## src/rtl/chain_score_reduce.sv

```systemverilog
// Chaining DP reduction: folds per-predecessor scores into f(i) and the best
// predecessor p(i), emits them over valid/ready, and tracks the global best chain end.
module chain_score_reduce #(
    parameter int SCORE_W = 32,
    parameter int IDX_W   = 16,
    parameter int CNT_W   = 7
) (
    input  logic               clk,
    input  logic               reset,
    input  logic               start,
    input  logic [IDX_W-1:0]   anchor_idx,
    input  logic [SCORE_W-1:0] w_i,
    input  logic [CNT_W-1:0]   num_pred,
    input  logic               in_valid,
    input  logic [SCORE_W-1:0] in_score,
    input  logic [IDX_W-1:0]   in_pred_idx,
    input  logic [SCORE_W-1:0] in_pred_f,
    output logic               out_valid,
    input  logic               out_ready,
    output logic [SCORE_W-1:0] out_f,
    output logic [IDX_W-1:0]   out_p,
    output logic [IDX_W-1:0]   out_idx,
    output logic               busy,
    input  logic               gbest_clear,
    output logic [SCORE_W-1:0] gbest_f,
    output logic [IDX_W-1:0]   gbest_idx,
    output logic               protocol_err
);

    typedef enum logic [1:0] {IDLE, ACCUM, EMIT} state_t;

    localparam logic [SCORE_W-1:0] SENTINEL = {1'b1, {(SCORE_W-1){1'b0}}};
    localparam logic [SCORE_W-1:0] MAX_POS  = {1'b0, {(SCORE_W-1){1'b1}}};
    localparam logic [SCORE_W-1:0] MIN_OK   = {1'b1, {(SCORE_W-2){1'b0}}, 1'b1};
    localparam logic [IDX_W-1:0]   NO_PRED  = {IDX_W{1'b1}};

    state_t                    state;
    logic [CNT_W-1:0]          remaining;
    logic [IDX_W-1:0]          idx_q;
    logic signed [SCORE_W-1:0] best;
    logic [IDX_W-1:0]          bestp;

    logic [SCORE_W:0]          sum;
    logic signed [SCORE_W-1:0] cand;
    logic signed [SCORE_W-1:0] best_nxt;
    logic [IDX_W-1:0]          bestp_nxt;

    // NOTE: every always_comb output gets a default first so no latch is inferred.
    always_comb begin
        sum       = {in_pred_f[SCORE_W-1], in_pred_f} + {in_score[SCORE_W-1], in_score};
        cand      = sum[SCORE_W-1:0];
        best_nxt  = best;
        bestp_nxt = bestp;
        // Saturate on overflow and keep the rejected-pair sentinel out of the result space.
        if (sum[SCORE_W] != sum[SCORE_W-1]) begin
            cand = sum[SCORE_W] ? MIN_OK : MAX_POS;
        end else if (sum[SCORE_W-1:0] == SENTINEL) begin
            cand = MIN_OK;
        end
        if (in_score != SENTINEL && cand > best) begin
            best_nxt  = cand;
            bestp_nxt = in_pred_idx;
        end
    end

    // NOTE: sequential state uses non-blocking assignments only, so every register
    // samples pre-edge values regardless of statement order.
    always_ff @(posedge clk or negedge reset) begin
        if (!reset) begin
            state        <= IDLE;
            remaining    <= '0;
            idx_q        <= '0;
            best         <= '0;
            bestp        <= '0;
            out_valid    <= 1'b0;
            out_f        <= '0;
            out_p        <= NO_PRED;
            out_idx      <= '0;
            busy         <= 1'b0;
            gbest_f      <= SENTINEL;
            gbest_idx    <= '0;
            protocol_err <= 1'b0;
        end else begin
            if ((start && state != IDLE) || (in_valid && state != ACCUM)) begin
                protocol_err <= 1'b1;
            end

            // A clear in the handshake cycle wins; that result is not recorded.
            if (gbest_clear) begin
                gbest_f   <= SENTINEL;
                gbest_idx <= '0;
            end else if (out_valid && out_ready && $signed(out_f) > $signed(gbest_f)) begin
                gbest_f   <= out_f;
                gbest_idx <= out_idx;
            end

            case (state)
                IDLE: begin
                    if (start) begin
                        idx_q <= anchor_idx;
                        best  <= $signed(w_i);
                        bestp <= NO_PRED;
                        busy  <= 1'b1;
                        if (num_pred == '0) begin
                            state     <= EMIT;
                            out_valid <= 1'b1;
                            out_f     <= w_i;
                            out_p     <= NO_PRED;
                            out_idx   <= anchor_idx;
                        end else begin
                            state     <= ACCUM;
                            remaining <= num_pred;
                        end
                    end
                end
                ACCUM: begin
                    if (in_valid) begin
                        remaining <= remaining - CNT_W'(1);
                        best      <= best_nxt;
                        bestp     <= bestp_nxt;
                        if (remaining == CNT_W'(1)) begin
                            state     <= EMIT;
                            out_valid <= 1'b1;
                            out_f     <= best_nxt;
                            out_p     <= bestp_nxt;
                            out_idx   <= idx_q;
                        end
                    end
                end
                EMIT: begin
                    if (out_ready) begin
                        state     <= IDLE;
                        out_valid <= 1'b0;
                        busy      <= 1'b0;
                    end
                end
                default: state <= IDLE;
            endcase
        end
    end

endmodule

```

## config.mk

```make
export PLATFORM = sky130hd
export DESIGN_NAME = chain_score_reduce
export DESIGN_NICKNAME = d
export VERILOG_FILES = /design/src/rtl/chain_score_reduce.sv
export SDC_FILE = /design/constraint.sdc
export NUM_CORES = 1
export LEC_CHECK = 0
export BUFFER_PORTS_ARGS = -buffer_cell sky130_fd_sc_hd__buf_2
export CORE_AREA = 2 2 159 161
export CTS_CLUSTER_SIZE = 12
export DETAILED_ROUTE_END_ITERATION = 8
export DIE_AREA = 0 0 161 163
export PLACE_DENSITY = 0.77
export SETUP_SLACK_MARGIN = 0.05
export SLEW_MARGIN = 20
export SYNTH_ARGS = -nofsm -noshare
export SYNTH_HDL_FRONTEND = slang
export SYNTH_SLANG_ARGS = --single-unit
```

## constraint.sdc

```tcl
create_clock -name clk -period 3 [get_ports clk]
set_clock_uncertainty 0.2 [all_clocks]
set_input_delay 0.15 -clock clk [delete_from_list [all_inputs] [get_ports clk]]
set_output_delay 0.15 -clock clk [all_outputs]
set_load 0.01 [all_outputs]
```

-- Yosys cells after proc, flatten, opt, wreduce, memory -nomap -nowiden
Cells that the tools add are included.
- register bits: 188
- bits of input ports: 141
- output and inout bits: 115
- word-level logic and storage cells: 98
- add/sub/neg operators: 2
- $lt $le $gt $ge: 2
- equality and inequality tests: 13
- multiplexer cells: 48
- reduce and logical (&&, ||, !) cells: 20
- operators by type and width (kind ; count):
    $mux 32 ; 12
    $mux 16 ; 13
    $pmux 32 s2 ; 2
    $pmux 16 s2 ; 3
    $gt 32x32->1 ; 2
    $add 32x32->33 ; 1
    $eq 32x32->1 const B ; 1
    $ne 32x32->1 const B ; 1
    $mux 7 ; 3
    $pmux 7 s2 ; 1
    $ne 2x2->1 const B ; 6
    $mux 2 ; 5
    $reduce_and 4->1 ; 2
    $reduce_bool 2->1 ; 4
    $eq 7x1->1 const B ; 1
    $logic_not 7->1 ; 1
    $sub 7x1->7 const B ; 1
    $mux 1 ; 6
    $pmux 2 s3 ; 1
    $reduce_and 3->1 ; 2
    $reduce_and 6->1 ; 1
    $logic_and 1x1->1 ; 5
    $reduce_and 5->1 ; 1
    $pmux 1 s3 ; 1
    other kinds (9) ; 9

-- Logic depth before layout (Yosys ltp)
Gate-level depths: netlist (run 1).
- depth in word-level cells: 10
- depth in mapped cells: 25
- gate-level depth less buffers: 23

-- Least setup slack after synthesis (run 1)
OpenSTA, ideal clock, no wires.
- path kind: input to register
- start: input port in_score[0]
- end: register best[3]
- setup time: 0.141 ns
- arrival: 5.103 ns
- required time: 2.659 ns
- path slack: -2.444 ns
- stages: 24
- path buffers: 4
- path through: ha_1 fa_1 a211oi_2 o211ai_1 nand4bb_1 nand3_1 a41o_1 and2_1 buf_2 buf_2 maj3_1 ha_1 nand4_1 or4_1 a21oi_1 nor4b_1 o311ai_1 mux2_2 buf_2 inv_2 buf_1 nand2_1 o211ai_1 a31oi_1
- cells in the longest elaborated chain, start to end: 9
- elaborated cells between the ends (all ways): 12
- classes of those cells: 1 x add/sub; 1 x order compare; 3 x eq/ne; 6 x mux; 1 x reduce/logical
- ends and longest elaborated chain (item ; line ; RTL):
    start, declared ; 15 ; input logic [SCORE_W-1:0] in_score,
    $add 32x32->33 ; 50 ; sum = {in_pred_f[SCORE_W-1], in_pred_f} + {in_score[SCORE_W-1], in_score};
    $eq 32x32->1 ; 57 ; end else if (sum[SCORE_W-1:0] == SENTINEL) begin
    $mux 32 ; 57 ;
    $mux 32 ; 55 ; if (sum[SCORE_W] != sum[SCORE_W-1]) begin
    $gt 32x32->1 ; 60 ; if (in_score != SENTINEL && cand > best) begin
    $logic_and 1x1->1 ; 60 ;
    $mux 32 (*) ; 60 ;
    $mux 32 (*) ; 117 ; if (in_valid) begin
    $pmux 32 s2 (*) ; 97 ; case (state)
    end signal, assigned ; 101 ; best <= $signed(w_i);
    end signal, assigned ; 119 ; best <= best_nxt;
    end, declared ; 40 ; logic signed [SCORE_W-1:0] best;
Mark *: on every way between the ends. The rest lies on a longest branch, timed or not. The select of a mux whose other input is x is not followed.
A chain may end at the register's enable or synchronous reset.

-- Final worst setup path (run 1)
- start: input port in_score[1]
- end: register out_f[31]
- cells in the longest elaborated chain, start to end: 10
- elaborated cells between the ends (all ways): 13
- classes of those cells: 1 x add/sub; 1 x order compare; 3 x eq/ne; 7 x mux; 1 x reduce/logical
- ends and longest elaborated chain (item ; line ; RTL):
    $add 32x32->33 ; 50 ;
    $eq 32x32->1 ; 57 ;
    $mux 32 ; 57 ;
    $mux 32 ; 55 ;
    $gt 32x32->1 ; 60 ;
    $logic_and 1x1->1 ; 60 ;
    $mux 32 (*) ; 60 ;
    $mux 32 (*) ; 121 ; if (remaining == CNT_W'(1)) begin
    $mux 32 (*) ; 117 ;
    $pmux 32 s2 (*) ; 97 ;
    end signal, assigned ; 107 ; out_f <= w_i;
    end signal, assigned ; 124 ; out_f <= best_nxt;
    end, declared ; 20 ; output logic [SCORE_W-1:0] out_f,
Marks and branches as above.

==> results of run 1 <==
## stage by stage
stage | worst slack [ps] | utilization
5_1_grt | -2070 | 0.766
6_report | -1940 | 0.766
3_3_place_gp | -2380 | 0.659
2_1_floorplan | -1880 | -
4_1_cts | -1840 | 0.751
3_5_place_dp | -2500 | 0.659
## layer usage
layer	wire length (um)	vias up	global-route usage
met5	26	-	0
met4	2930	4	0.180
met3	4270	276	0.0637
met2	23500	966	0.601
met1	18000	6679	0.417
li1	-	6294	-
## worst max path at each step
stage	startpoint	to
after floorplan	in_score[0]	best[0]$_DFFE_PN0P_
after global routing	in_score[0]	out_f[31]$_DFFE_PN0P_
final	in_score[1]	out_f[31]$_DFFE_PN0P_
after detailed placement	in_score[0]	out_f[21]$_DFFE_PN0P_
after CTS	in_score[2]	out_f[22]$_DFFE_PN0P_
after global placement	in_score[5]	out_f[22]$_DFFE_PN0P_
## final cells by class
class	count	area, um^2	area share
well taps	330	413	0.0219
flip-flops and latches	188	4730	0.250
clock buffers	18	450	0.0238
clock inverters	14	185	0.00980
inverters	81	312	0.0165
repair buffers	676	5010	0.265
multi-input cells	1055	7800	0.413
## power by group
| group | total (mW) | internal [mW] | switching [mW] |
|---|---|---|---|
| clock network | 2.40 | 1.19 | 1.21 |
| logic | 11.6 | 5.28 | 6.35 |
| registers | 4.57 | 3.68 | 0.893 |
| total | 18.6 | 10.1 | 8.45 |
## cell usage in the layout, fill, tap and decap left out, types with 17 or more instances in the layout
| cell | n |
|---|---|
| buf_2 | 248 |
| dlygate4sd3_1 | 77 |
| ha_1 | 77 |
| nand4_1 | 21 |
| a21o_1 | 27 |
| inv_1 | 78 |
| a31oi_1 | 43 |
| mux2i_1 | 54 |
| buf_4 | 315 |
| dfrtp_1 | 170 |
| dfstp_2 | 17 |
| clkbuf_16 | 20 |
| mux2_2 | 18 |
| nor2_1 | 166 |
| o22a_1 | 17 |
| o21ai_0 | 49 |
| a21oi_1 | 100 |
| a21oi_2 | 25 |
| nand2_1 | 118 |
| o21ai_1 | 35 |
## worst max-delay path, stage by stage
cell	delay [ps]
buf_6	110
ha_4	260
nand3_2	70
a211o_1	380
a2111o_1	420
o211ai_2	130
a31oi_4	180
xnor2_4	200
buf_4	180
maj3_2	320
ha_1	340
nand4_1	200
or4_4	470
a21oi_2	130
nor4b_2	70
o311ai_2	270
mux2_4	430
buf_8	180
nor2_2	180
a211oi_4	70
a21oi_2	200
o21ai_1	100
## what timing repair did
| item | CTS | global route |
|---|---|---|
| endpoints found under the setup margin | 144 | 151 |
| pin swaps | 47 | 40 |
| hold endpoints to repair | 309 | 0 |
| gates cloned | 6 | 2 |
| hold buffers | 77 | 0 |
| setup buffers | 33 | 7 |
| resized for setup | 82 | 87 |
## flip-flops by register name (all words and copies together), names as in the netlist
signal / cells
out_f: 32
out_valid: 1
protocol_err: 1
idx_q: 16
out_idx: 16
gbest_idx: 16
gbest_f: 32
remaining: 7
busy: 1
out_p: 16
state: 2
best: 32
bestp: 16
## synthesized netlist by cell type, drive strengths merged, types with 5 or more instances
library cell	count
a31oi	45
clkbuf	50
o211ai	11
mux2i	65
nand3	11
inv	81
dfstp	17
xor2	10
and3	8
nor4	17
and4	7
buf	27
o22ai	18
nand4	21
o21bai	5
nand2	122
o21a	10
and2	7
o31ai	6
dfrtp	171
a211oi	17
ha	98
mux2	19
nor3	18
o21ai	94
xnor2	12
nand2b	8
a21oi	125
a21o	27
maj3	21
o22a	17
a211o	6
nor2	180
## cells by family after synthesis
group	Yosys count
AO/OA/AOI/OAI	411
XOR/XNOR	22
adder cells (fa/ha/maj)	120
buffers and inverters	158
flip-flops	188
multiplexers	84
AND/OR/NAND/NOR	418
==> results.md, run 1 <==
- Fillers: 1518
- Clock Latency Late Sink: 440 ps
- Grt total ovfl: 0
- Syn Inst Count: 1401
- Leading area contributor after synthesis: dfrtp_1
- Required time of the critical path: 3120 ps
- Top cell type's share of synthesized area: 0.346
- Clock transition at path regs: 80 ps
- Setup TNS: -195350 ps
- Number of buffers created by CTS: 17
- Layout area overhead: 52.9%
- Simple-gate share of the synthesized area: 0.152
- Die Width: 161 um
- Antenna violations before repair: 2
- Die area: 26200 um^2
- Post-synth EDFFs: 0
- Placed insts: 2210
- Adder-cell share of the synthesized area: 0.118
- CP Data Arrival Time: 5050 ps
- Setup ws final: -1940 ps
- Pleak: 9.03 nW
- Largest family of logic cells by synthesized area: compound AO/OA/AOI/OAI gates
- Slew HR: 0.315
- Reg2Reg Capture Point: gbest_f[26]$_DFFE_PN0P_
- Unrepaired setup endpoints after global routing: yes
- WHS: 157 ps
- Layout cell share with drive strength beyond 1: 0.404
- Syn avg cell area: 8.82 um^2
- YS warnings: 0
- RR Startpoint: gbest_f[27]$_DFFE_PN0P_
- Initial DRC count: 1785
- Synthesized flop and latch total: 188
- Post-DP Area: 16300 um^2
- DPL Wire Length: 30700 um
- Port Buffers: 255
- Worst min-delay path class: primary input to async pin
- Core area: 24700 um^2
- R2R setup slack: -610 ps
- Gp weighted congestion: 0.909
- First-pass GRT wire length: 72700 um
- Post-route cell area: 18900 um^2
- Sequential-to-total area share from yosys stat: 0.382
- Status: finished with violations
- # rows: 58
- Fin crit share: 1.65
- Largest net degree at the start of global routing: 94
- Vias per cell: 6.02
- CP startpoint kind: primary input
- Final min period: 4940 ps
- Longest Clk Path Bufs: 2
- Residual DRC count: 0
- Post-synthesis mux area share: 0.0700
- Post-DR wirelength/cell: 20.6 um
- Worst reg-to-reg path cell count: 17
- Dominant synthesized flop cell: dfrtp_1
- Worst-Margin Slew: 1030 ps
- Power per cell area: 984 nW/um^2
- Power Total: 18.6 mW
- Final Hold Fails: 0
- Post-synthesis compound-gate area fraction: 0.209
- Cell Area, Synth: 12400 um^2
- # diodes: 0
- Final nets: 2259
- Number of global-route vias before repair: 14111
- CTS sink count: 188
- Top cells by area, synth: dfrtp_1, ha_1, nor2_1, mux2i_1, a21oi_1
- CTS tree: built
- All-Layer GR Usage: 0.348
- Final setup vio count: 144
- Pre-Repair DR Iteration Count: 8
- Maximum vdd drop: 0.000786 V
- Crit path max fanout: 7
- Post-synthesis xor/xnor area fraction: 0.0162
- Io pins: 256
- WL final: 48700 um
- Htree depth: 4
- CTS root buf: clkbuf_16
- Share of synthesized registers carrying an async set or reset: 1.00
- Fmax: 203 MHz
- Max-Cap Viols: 0
- Max-slew violations: 0
- Failing checks: negative setup slack
- Post-Syn Nets: 1641
- Die Span Y: 163 um
- Fin cells: 2362
- Critical path class: primary input to flip-flop
- Cell variety after synth: 75
- Critical Path Sink Type: flip-flop
- Vias post-DR: 14219
- Antenna Nets Post-Route: 0
- Initial core utilization: 0.501
(Power assumes the default switching activity.)
==> run 2, diff against run 1 <==
--- a/config.mk
+++ b/config.mk
@@ -10,6 +10,7 @@
 export CTS_CLUSTER_SIZE = 12
 export DETAILED_ROUTE_END_ITERATION = 8
 export DIE_AREA = 0 0 161 163
+export GPL_TIMING_DRIVEN = 0
 export PLACE_DENSITY = 0.77
 export SETUP_SLACK_MARGIN = 0.05
 export SLEW_MARGIN = 20
==> constraint.sdc (replaced) <==
create_clock -name clk -period 3 [get_ports clk]
set_clock_uncertainty 0.2 [all_clocks]
set_input_delay 0.15 -clock clk [delete_from_list [all_inputs] [get_ports clk]]
set_output_delay 0.15 -clock clk [all_outputs]
set_load 0.02 [all_outputs]
==> run 2 against run 1 <==
The flow still finishes with violations (negative setup slack). Register-to-register slack about the same. Die area unchanged. Utilization down 5.5 points. Critical path type unchanged. Critical endpoint is now best[21]$_DFFE_PN0P_.
==> results.md, run 2 (synthesis gave the netlist of run 1 again) <==
- Crit path max fanout: 6 (was 7)
- CTS sink count: 188 (unchanged)
- # rows: 58 (unchanged)
- # diodes: 0 (unchanged)
- Initial DRC count: 1361 (was 1785)
- Die Width: 161 um (unchanged)
- Unrepaired setup endpoints after global routing: yes (unchanged)
- CP Data Arrival Time: 5250 ps (was 5050 ps)
- Status: finished with violations (unchanged)
- Port Buffers: 254 (was 255)
- Worst min-delay path class: primary input to flip-flop (was primary input to async pin)
- Number of buffers created by CTS: 17 (unchanged)
- Final setup vio count: 144 (unchanged)
- R2R setup slack: -600 ps (was -610 ps)
- Fin util: 0.711 (was 0.766)
- Area occupied by registers: 4740 um^2 (was 4730 um^2)
- Clock Latency Late Sink: 450 ps (was 440 ps)
- Pleak: 8.00 nW (was 9.03 nW)
- Slew HR: 0.399 (was 0.315)
- Failing checks: negative setup slack (unchanged)
- Max-slew violations: 0 (unchanged)
- Residual DRC count: 0 (unchanged)
- Longest Clk Path Bufs: 2 (unchanged)
- Vias per cell: 6.10 (was 6.02)
- Busiest grt layer: met2 (unchanged)
- Reg2Reg Capture Point: best[21]$_DFFE_PN0P_ (was gbest_f[26]$_DFFE_PN0P_)
- Met3 Track Usage GR: 0.0451 (was 0.0637)
- Post-DR wirelength/cell: 20.5 um (was 20.6 um)
- Clock transition at path regs: 80 ps (about the same)
- Final nets: 2058 (was 2259)
- Final Hold Fails: 0 (unchanged)
- Worst-Margin Slew: 901 ps (was 1030 ps)
- Pre-Repair DR Iteration Count: 8 (unchanged)
- Io pins: 256 (unchanged)
- CP startpoint kind: primary input (unchanged)
- Max-Cap Viols: 0 (unchanged)
- First-pass GRT wire length: 65800 um (was 72700 um)
- Fmax: 194 MHz (was 203 MHz)
- Initial core utilization: 0.501 (unchanged)
- Multi-input gate area: 8010 um^2 (was 7800 um^2)
- Pre-CTS WS: -2780 ps (was -2500 ps)
- Core area: 24700 um^2 (unchanged)
- Vias post-DR: 13173 (was 14219)
- Critical Path Sink Type: flip-flop (unchanged)
- Critical path class: primary input to flip-flop (unchanged)
- Die area: 26200 um^2 (unchanged)
- Setup ws final: -2160 ps (was -1940 ps)
- Number of global-route vias before repair: 12437 (was 14111)
- Most frequent cells in the layout: buf_2, dfrtp_1, nor2_1, nand2_1, a21oi_1 (was buf_4, buf_2, dfrtp_1, nor2_1, nand2_1)
- Antenna Nets Post-Route: 0 (unchanged)
- All-Layer GR Usage: 0.318 (was 0.348)
- Power Total: 18.5 mW (was 18.6 mW)
- Layout area overhead: 42.0% (was 52.9%)
- Fillers: 1739 (was 1518)
- WHS: 111 ps (was 157 ps)
- WL final: 44400 um (was 48700 um)
- Commonest non-fill, non-tap cell in the layout: buf_2 (was buf_4)
- Worst reg-to-reg path cell count: 15 (was 17)
- DPL Wire Length: 29600 um (was 30700 um)
- Htree depth: 4 (unchanged)
- Grt total ovfl: 0 (unchanged)
- Met2 track demand over resource: 0.543 (was 0.601)
- Top flop regs: best x32, gbest_f x32, out_f x32 (unchanged)
- Layout cell share with drive strength beyond 1: 0.344 (was 0.404)
- Die Span Y: 163 um (unchanged)
- Setup crit end: best[21]$_DFFE_PN0P_ (was out_f[31]$_DFFE_PN0P_)
- Largest net degree at the start of global routing: 98 (was 94)
- Power per cell area: 1060 nW/um^2 (was 984 nW/um^2)
- Final min period: 5160 ps (was 4940 ps)
- RR Startpoint: best[11]$_DFFE_PN0P_ (was gbest_f[27]$_DFFE_PN0P_)
- Global routing usage on met1: 0.399 (was 0.417)
- CTS root buf: clkbuf_16 (unchanged)
- Gp weighted congestion: 0.951 (was 0.909)
- Maximum vdd drop: 0.000580 V (was 0.000786 V)
- Required time of the critical path: 3090 ps (was 3120 ps)
- CTS tree: built (unchanged)
- Crit path launch: in_score[2] (was in_score[1])
- Antenna violations before repair: 0 (was 2)
- Fin crit share: 1.72 (was 1.65)
## run 2: cell types whose count changed in the layout (fill, tap and decap cells not counted), sizes merged
cell / change
inv: -1
clkbuf: +42
dlygate4sd3: +1
buf: -245
bufbuf: +1
clkinvlp: +1
## run 2: per-layer routing
metal | up-vias | routed length, um | part of all wire
met5 | - | 0 | 0
met4 | 0 | 2470 | 0.056
met3 | 197 | 3840 | 0.086
met2 | 833 | 21200 | 0.48
met1 | 6234 | 16900 | 0.38
li1 | 5909 | - | -
## run 2: worst max-delay path: stages
cell and delay (ps):
buf_4 120, ha_4 310, nand3_4 80, a211o_4 360, a2111o_1 430, o211ai_2 140
a31oi_4 180, xnor2_4 210, buf_6 170, buf_6 120, maj3_2 350, ha_4 280
nand4_1 130, or4_4 470, a21oi_4 160, nor4b_4 70, o311ai_2 270, mux2_4 360
buf_12 150, buf_12 140, nor2_4 80, a21oi_2 40, mux2i_1 210, buf_4 180
o21ai_1 80
## run 2: layout make-up
| cell class | instances | area share |
|---|---|---|
| plain buffers | 69 | 0.0301 |
| clock buffers | 18 | 0.0245 |
| clock inverters | 14 | 0.00956 |
| inverters | 81 | 0.0183 |
| multi-input cells | 1055 | 0.457 |
| flip-flops and latches | 188 | 0.270 |
| well taps | 330 | 0.0235 |
| repair buffers | 406 | 0.168 |
## run 2: per-stage QoR
stage	area, um^2	TNS [ps]	cells
after floorplan	12700	-180440	1401
after global placement	14400	-540210	1985
after detailed placement	14400	-285930	1987
after CTS	16800	-207510	2138
after global routing	17500	-222700	2161
final	17500	-205040	2161
## run 2: worst min-delay path by stage
stage | from | end | depth (start not counted)
after CTS | in_score[0] | out_f[0]$_DFFE_PN0P_ | 4
after detailed placement | reset | gbest_f[22]$_DFFE_PN0P_ | 2
after global placement | in_pred_idx[10] | bestp[10]$_DFFE_PN0P_ | 2
after floorplan | reset | best[0]$_DFFE_PN0P_ | 0
final | in_score[0] | out_f[0]$_DFFE_PN0P_ | 4
after global routing | in_score[0] | out_f[0]$_DFFE_PN0P_ | 4
## run 2: report_power, final
part	leakage (nW)	total, mW	switching [mW]	internal (mW)
clock	0.290	2.29	1.16	1.13
sequential	2.19	4.68	0.993	3.68
combinational	5.51	11.5	6.63	4.91
## run 2: what timing repair did
item / 4_1_cts / 5_1_grt
buffers inserted: 32 / 29
hold endpoints to repair: 274 / 0
pin swaps: 79 / 64
hold buffers: 78 / 0
gates resized for setup: 127 / 147
endpoints found under the setup margin: 160 / 167
cloned: 13 / 2
